**src/rtl/array_multiplier_16bit_pkg.sv**
```systemverilog
// rtl/array_multiplier_16bit_pkg.sv - shared widths for the 16x16 array multiplier
package array_multiplier_16bit_pkg;

    localparam int OPERAND_W = 16;
    localparam int PRODUCT_W = 32;

endpackage

```
**src/rtl/full_adder.sv**
```systemverilog
// rtl/full_adder.sv - one-bit full adder cell of the multiplier array
module full_adder (
    input  logic a,
    input  logic b,
    input  logic cin,
    output logic sum,
    output logic cout
);

    assign sum  = a ^ b ^ cin;
    assign cout = (a & b) | (a & cin) | (b & cin);

endmodule

```
**src/rtl/array_multiplier_16bit.sv**
```systemverilog
// rtl/array_multiplier_16bit.sv - carry-save array multiplier with registered product
module array_multiplier_16bit
    import array_multiplier_16bit_pkg::*;
(
    input  logic                 clk,
    input  logic                 rst_n,
    input  logic                 in_valid,
    input  logic [OPERAND_W-1:0] A,
    input  logic [OPERAND_W-1:0] B,
    output logic [PRODUCT_W-1:0] P,
    output logic                 out_valid
);

    logic [OPERAND_W-1:0][OPERAND_W-1:0] pp;
    logic [PRODUCT_W-1:0]                prod;

    // Row i adds partial product i to the shifted sum and aligned carries of row i-1;
    // its bit-0 sum is final product bit i.
    for (genvar i = 0; i < OPERAND_W; i++) begin : g_row
        logic [OPERAND_W:0]   s;
        logic [OPERAND_W-1:0] c;

        assign pp[i] = A & {OPERAND_W{B[i]}};

        if (i == 0) begin : g_first
            assign s = {1'b0, pp[0]};
            assign c = '0;
        end else begin : g_cells
            assign s[OPERAND_W] = 1'b0;
            for (genvar j = 0; j < OPERAND_W; j++) begin : g_cell
                full_adder u_fa (
                    .a    (pp[i][j]),
                    .b    (g_row[i-1].s[j+1]),
                    .cin  (g_row[i-1].c[j]),
                    .sum  (s[j]),
                    .cout (c[j])
                );
            end
        end

        assign prod[i] = s[0];
    end

    // Final ripple-carry merge of the last row's sums and carries into the upper half.
    for (genvar j = 0; j < OPERAND_W; j++) begin : g_fin
        logic cin;
        logic co;

        if (j == 0) begin : g_cin0
            assign cin = 1'b0;
        end else begin : g_cinj
            assign cin = g_fin[j-1].co;
        end

        if (j < OPERAND_W - 1) begin : g_add
            full_adder u_fa (
                .a    (g_row[OPERAND_W-1].s[j+1]),
                .b    (g_row[OPERAND_W-1].c[j]),
                .cin  (cin),
                .sum  (prod[OPERAND_W+j]),
                .cout (co)
            );
        end else begin : g_top
            // The full product always fits in 32 bits, so the top carry-out is never needed.
            assign prod[OPERAND_W+j] = g_row[OPERAND_W-1].s[j+1] ^ g_row[OPERAND_W-1].c[j] ^ cin;
            assign co                = 1'b0;
        end
    end

    always_ff @(posedge clk) begin
        if (!rst_n) begin
            P         <= '0;
            out_valid <= 1'b0;
        end else if (in_valid) begin
            P         <= prod;
            out_valid <= 1'b1;
        end else begin
            out_valid <= 1'b0;
        end
    end

endmodule

```
**config.mk**
```make
export PLATFORM = sky130hd
export DESIGN_NAME = array_multiplier_16bit
export DESIGN_NICKNAME = d
export VERILOG_FILES = /design/src/rtl/array_multiplier_16bit_pkg.sv /design/src/rtl/full_adder.sv /design/src/rtl/array_multiplier_16bit.sv
export SDC_FILE = /design/constraint.sdc
export NUM_CORES = 1
export LEC_CHECK = 0
export ABC_AREA = 1
export CORE_MARGIN = 1
export CORE_UTILIZATION = 40
export CTS_CLUSTER_DIAMETER = 150
export DETAILED_ROUTE_END_ITERATION = 7
export PLACE_DENSITY_LB_ADDON = 0.12
export SLEW_MARGIN = 20
export SYNTH_ARGS = -nofsm -noshare
export SYNTH_HDL_FRONTEND = slang
export SYNTH_SLANG_ARGS = --single-unit
```
**constraint.sdc**
```tcl
create_clock -name clk -period 15 [get_ports clk]
set_input_delay 3 -clock clk [delete_from_list [all_inputs] [get_ports clk]]
set_output_delay 3 -clock clk [all_outputs]
set_load 0.05 [all_outputs]
```
==> results of run 1 <==
how the worst max path moves through the flow:
stage          slack, ns     to   from  cells after the start
5_1_grt            -0.37  P[30]  A[14]                     41
3_3_place_gp       -0.91  P[30]   B[1]                     43
3_5_place_dp       -0.94  P[30]   B[0]                     42
4_1_cts            -0.16  P[30]  A[15]                     41
6_report          -0.001  P[30]  A[14]                     41
2_1_floorplan      -0.15  P[30]  A[13]                     42
final cells by class:
class                      instances  area (um^2)  area share [%]
inverter                         322         1220            12.5
timing repair buffer             102          971            10.0
sequential                        33          661            6.81
clock inverter                     3         65.1           0.671
tap                              270          338            3.48
clock buffer                       5          125            1.29
multi-input combinational        593         6320            65.2
layer usage:
metal | GRT usage, % | routed length (um)
met1 | 17.8 | 6310
met3 | 2.00 | 272
met2 | 31.1 | 7990
met4 | 4.06 | 291
met5 | 0 | 0
placed cells by master, fill, tap and decap left out, types with 2 or more instances in the layout:
cell and n:
buf_12 2, buf_4 30, buf_6 7, bufinv_16 2, clkbuf_16 5, clkdlybuf4s50_1 57
dfxtp_1 33, fa_1 149, fa_2 75, ha_1 12, ha_4 3, inv_1 305
inv_2 15, nand2_1 307, nand2_2 12, nand2_4 2, nand3_1 32
critical path, delay by kind of cell:
kind                       cells  cell delay (ns)
buffers and inverters          8             0.43
adders and majority gates     30            11.58
and+or+nand+nor                3             0.18
registers in the layout, indices dropped and copies added, names as in the netlist:
name and cells:
out_valid 1, P 32
cell families after synthesis:
logic type | after synthesis | share of synthesized area [%]
adder cells (fa/ha/maj) | 240 | 56.1
buffers and inverters | 396 | 19.3
flip-flops | 33 | 7.91
AND/OR/NAND/NOR | 353 | 16.7
per-stage QoR:
| stage | setup TNS, ns | util, % |
|---|---|---|
| floorplan | -0.150 | - |
| global placement | -3.42 | 45.8 |
| detailed placement | -3.58 | 45.8 |
| CTS | -0.158 | 47.2 |
| global route | -0.736 | 47.6 |
| finish | -0.00119 | 47.6 |
what timing repair did:
item                                    in CTS  in global routing
pin swaps                                   27                 28
endpoints found under the setup margin       5                  4
gates resized for setup                     57                 62
buffers inserted                             4                  0
==> impl_metrics.py, run 1 <==
metrics = {
    "run_status": {
        "outcome": "finished, violations left",
        "violations": "negative setup slack",
    },
    "global_routing": {
        "grt_usage_pct": 15.8,
        "grt_max_degree": 34,
        "grt_pass1_vias": 6504,
        "grt_pass1_wl_mm": 27.9,
        "grt_overflow": 0,
        "antenna_found_initial": 0,
    },
    "timing": {
        "slew-limit-headroom_pct": 56.1,
        "worst_pin_slew_ns": 0.657,
        "fin_crit_sh_pct": 100,
        "drv_slew": 0,
        "period_needed_ns": 15.00,
        "hold_viol": 0,
        "rsz0062_at_grt": "true",
        "fmax_ghz": 0.0667,
        "layout_setup_ws_ns": -0.00119,
        "setup_viol": 1,
        "fin_hold_ws_ns": 0.467,
        "skew_ns": 0,
    },
    "setup_path": {
        "regToRegSetupSlack_ns": 14.38,
        "crit_path_start_kind": "input port",
        "r2r_start": "P[30]",
        "crit_top_cell": "fa_2",
        "arrival_ns": 15.19,
        "rr_worst_depth": 2,
        "cpPeakStageDelay_ns": 0.57,
        "path_class": "input port to register",
        "cp-end-kind": "register",
        "cp_slowest_cell": "fa_2",
        "cp.required_ns": 15.18,
        "r2r-end": "P[30]",
        "crit_fanout": 6,
    },
    "final_layout": {
        "fillCellCount": 2046,
        "fin_nets": 1332,
        "fin_area_um2": 9700,
        "final_cells": 1328,
        "antenna_cells": 0,
        "drive_gt1_share_pct": 15.1,
        "area_growth_pct": 16.1,
    },
    "drt": {
        "viasPerCell": 4.32,
        "wl_mm": 14.9,
        "wl_per_cell_um": 11.2,
        "drt-initial-drc-count": 123,
        "vias": 5738,
        "drc": 0,
        "dr.pass1.iters": 4,
        "ant_nets": 0,
    },
    "clock_tree": {
        "cts_root_buf": "clkbuf_16",
        "cts-buffers-inserted": 5,
        "clk_latency_ns": 0.28,
        "cts_max_level": 2,
        "ctsHoldBuffers": 0,
        "clock_path_buffers": 2,
        "path_clk_slew_ns": 0.06,
        "cts_num_sinks": 33,
        "cts_tree": "yes",
    },
    "placement": {
        "dp_hpwl_mm": 13.2,
        "place_inst": 1318,
        "dp_slack_ns": -0.936,
        "gp_congestion": 0.768,
        "place_area_um2": 9330,
        "io_buffers": 67,
    },
    "run": {
        "drv_cap": 0,
    },
    "floorplanning": {
        "coreArea_um2": 20400,
        "die-height_um": 147,
        "initial_core_util_pct": 41.0,
        "die_x_um": 147,
        "num_io_pins": 68,
        "dieArea_um2": 21500,
        "floorplan.rows": 52,
    },
    "synthesis": {
        "seq_area_frac_synth_pct": 7.91,
        "syn_avg_cell_area_um2": 8.17,
        "synth_cell_types": 15,
        "syn_nets": 1297,
        "synth_top_cell_by_area": "fa_1",
        "synth_area_leaders": "fa_1 (54%), inv_1 (14%), nand2_1 (14%)",
        "synth_warnings": 0,
        "synth_ff_type": "dfxtp_1",
        "synth_top_area_share_pct": 53.7,
        "synth_commonest_cells": "inv_1 (320), nand2_1 (311), fa_1 (224)",
        "async_reset_ff_share_pct": 0,
        "synth_enable_flop_cells": 0,
        "ys_seq_elements": 33,
        "syn_area_um2": 8350,
        "synth.most_common_cell": "inv_1",
        "synth_cells": 1022,
    },
    "min_path": {
        "holdCritStartpoint": "P[12]",
        "whs_path_depth": 2,
        "holdCritPathClass": "register to register",
        "worstHoldEndpoint": "P[12]",
    },
}
Power of run 1 is left out: the tool's default activity adds up to more than one toggle a clock period on the data nets, which glitch-free logic cannot reach.
==> run 2, diff against run 1 <==
--- a/config.mk
+++ b/config.mk
@@ -5,12 +5,11 @@
 export SDC_FILE = /design/constraint.sdc
 export NUM_CORES = 1
 export LEC_CHECK = 0
-export ABC_AREA = 1
+export ABC_AREA = 0
 export CORE_MARGIN = 1
 export CORE_UTILIZATION = 40
 export CTS_CLUSTER_DIAMETER = 150
 export DETAILED_ROUTE_END_ITERATION = 7
-export PLACE_DENSITY_LB_ADDON = 0.12
 export SLEW_MARGIN = 20
 export SYNTH_ARGS = -nofsm -noshare
 export SYNTH_HDL_FRONTEND = slang
==> run 2 against run 1 <==
  * Largest cell class unchanged
  * Worst setup slack lost 0.11 ns
  * Non-clock buffer count shrank 2
  * The flow still finishes with violations (negative setup slack)
  * Sequential share of layout area grew 0.17 points
  * Design area shrank 2.5%
==> impl_metrics.py, run 2 <==
metrics = {
    "run_status": {
        "outcome": "finished, violations left",
        "violations": "negative setup slack",
    },
    "final_layout": {
        "fin_nets": 1089,
        "top_register": "P",
        "final_common_cell": "and2_1",
        "seq_area_um2": 661,
        "multi_input_area_um2": 6900,
        "reg_top3": "P (32), out_valid (1)",
        "largest_reg_flops": 32,
        "final_cell_mix": "and2_1 (189), fa_1 (147), inv_1 (104)",
        "antenna_cells": 0,
        "drive_gt1_share_pct": 18.3,
        "area_growth_pct": 19.5,
        "fillCellCount": 1828,
    },
    "synthesis": {
        "synth_commonest_cells": "fa_1 (224), and2_1 (197), inv_1 (114)",
        "syn_avg_cell_area_um2": 10.6,
        "synth_compound_area_share_pct": 1.26,
        "synth_adder_area_share_pct": 59.2,
        "synth-xor-area-share_pct": 0,
        "synth_ff_type": "dfxtp_1",
        "synthMuxAreaShare_pct": 2.78,
        "async_reset_ff_share_pct": 0,
        "synth_warnings": 0,
        "synth_area_leaders": "fa_1 (57%), and2_1 (16%), dfxtp_1 (8.3%)",
        "synth_cell_types": 13,
        "synth.most_common_cell": "fa_1",
        "synthSimpleGateAreaFrac_pct": 20.6,
        "synth_cells": 747,
        "seq_area_frac_synth_pct": 8.35,
        "synth_top_cell_by_area": "fa_1",
        "synth_enable_flop_cells": 0,
        "syn_nets": 1022,
        "synth_top_area_share_pct": 56.7,
        "ys_seq_elements": 33,
        "syn_area_um2": 7920,
        "synth_top_family_by_area": "adder cells",
    },
    "drt": {
        "ant_nets": 0,
        "drt-initial-drc-count": 89,
        "drc": 0,
        "viasPerCell": 4.65,
        "wl_mm": 13.6,
        "dr.pass1.iters": 4,
        "vias": 5025,
        "wl_per_cell_um": 12.6,
    },
    "timing": {
        "fmax_ghz": 0.0662,
        "setup_viol": 1,
        "slew-limit-headroom_pct": 35.6,
        "hold_viol": 0,
        "tns_ns": -0.107,
        "period_needed_ns": 15.11,
        "rsz0062_at_grt": "true",
        "drv_slew": 0,
        "layout_setup_ws_ns": -0.107,
        "skew_ns": 0,
        "fin_crit_sh_pct": 101,
        "worst_pin_slew_ns": 0.966,
    },
    "clock_tree": {
        "path_clk_slew_ns": 0.06,
        "cts_root_buf": "clkbuf_16",
        "clock_path_buffers": 2,
        "cts_num_sinks": 33,
        "cts_tree": "yes",
        "cts-buffers-inserted": 5,
        "cts_max_level": 2,
        "clk_latency_ns": 0.28,
    },
    "global_routing": {
        "grt_pass1_wl_mm": 24.8,
        "grt_usage_pct": 15.0,
        "grt_max_degree": 43,
        "grt_overflow": 0,
        "antenna_found_initial": 0,
        "grt_pass1_vias": 5960,
    },
    "setup_path": {
        "crit_fanout": 5,
        "cp-end-kind": "register",
        "cp_slowest_cell": "fa_2",
        "crit_top_cell": "fa_2",
        "path_class": "input port to register",
        "crit_path_start_kind": "input port",
        "cp.required_ns": 15.18,
        "cpPeakStageDelay_ns": 0.59,
        "arrival_ns": 15.28,
    },
    "run": {
        "drv_cap": 0,
    },
    "floorplanning": {
        "die-height_um": 143,
        "floorplan.rows": 51,
        "num_io_pins": 68,
        "die_x_um": 143,
        "initial_core_util_pct": 40.8,
        "coreArea_um2": 19400,
        "dieArea_um2": 20400,
    },
    "placement": {
        "dp_hpwl_mm": 12.2,
        "gp_congestion": 0.735,
        "io_buffers": 67,
    },
    "min_path": {
        "holdCritPathClass": "register to register",
    },
}
run 2: final timing paths:
check         from     to  slack [ns]  cells after the start
min          P[25]  P[25]        0.48                      1
max reg2reg   P[0]   P[0]       14.21                      2
max          A[13]  P[30]       -0.11                     41
min reg2reg  P[25]  P[25]        0.48                      1
run 2: final cells by class:
class / instances / area share, %
Clock buffer: 5 / 1.32
Clock inverter: 3 / 0.489
Inverter: 114 / 4.52
Multi-Input combinational cell: 560 / 73.0
Sequential cell: 33 / 6.99
Tap cell: 265 / 3.51
Timing Repair Buffer: 100 / 10.2
run 2: cells by family (layout without fill, tap and decap cells):
family | Yosys count | count (layout)
buffers and inverters | 154 | 222
muxes | 22 | 22
AOI/OAI and AO/OA | 10 | 10
and+or+nand+nor | 288 | 288
DFF | 33 | 33
adders and majority gates | 240 | 240
run 2: worst max-delay path: cells and delay by family:
family / cells / cell delay (ns)
simple gates: 2 / 0.20
fa+ha+maj: 30 / 11.42
mux: 1 / 0.14
buf+inv: 8 / 0.50
run 2: metal layers:
layer  GRT usage, %  wire [um]  share of wire [%]  vias up
met2           31.1       7810                 57       50
met4           3.79        192                1.4        0
li1               -          -                  -     2287
met1           15.9       5330                 39     2676
met5              0          0                  0        -
met3           1.68        284                2.1       12
run 2: what timing repair did:
action	in CTS	in global routing
pin swaps	26	36
buffers inserted	8	0
resized for setup	62	35
setup endpoints to repair	5	5
hold buffers	0	0
cloned	1	0
run 2: stage by stage:
stage / utilization (%) / cell area [um^2] / hold WS (ns) / setup slack [ns] / std cells
finish: 48.8 / 9460 / 0.482 / -0.107 / 1080
global route: 48.8 / 9460 / 0.504 / -0.392 / 1080
CTS: 48.5 / 9400 / 0.486 / -0.270 / 1082
detailed placement: 46.7 / 9050 / 0.471 / -1.01 / 1065
global placement: 46.7 / 9050 / 0.469 / -0.933 / 1065
floorplan: - / 8050 / 0.743 / -0.108 / 747
Power of run 2 is left out for the same reason.
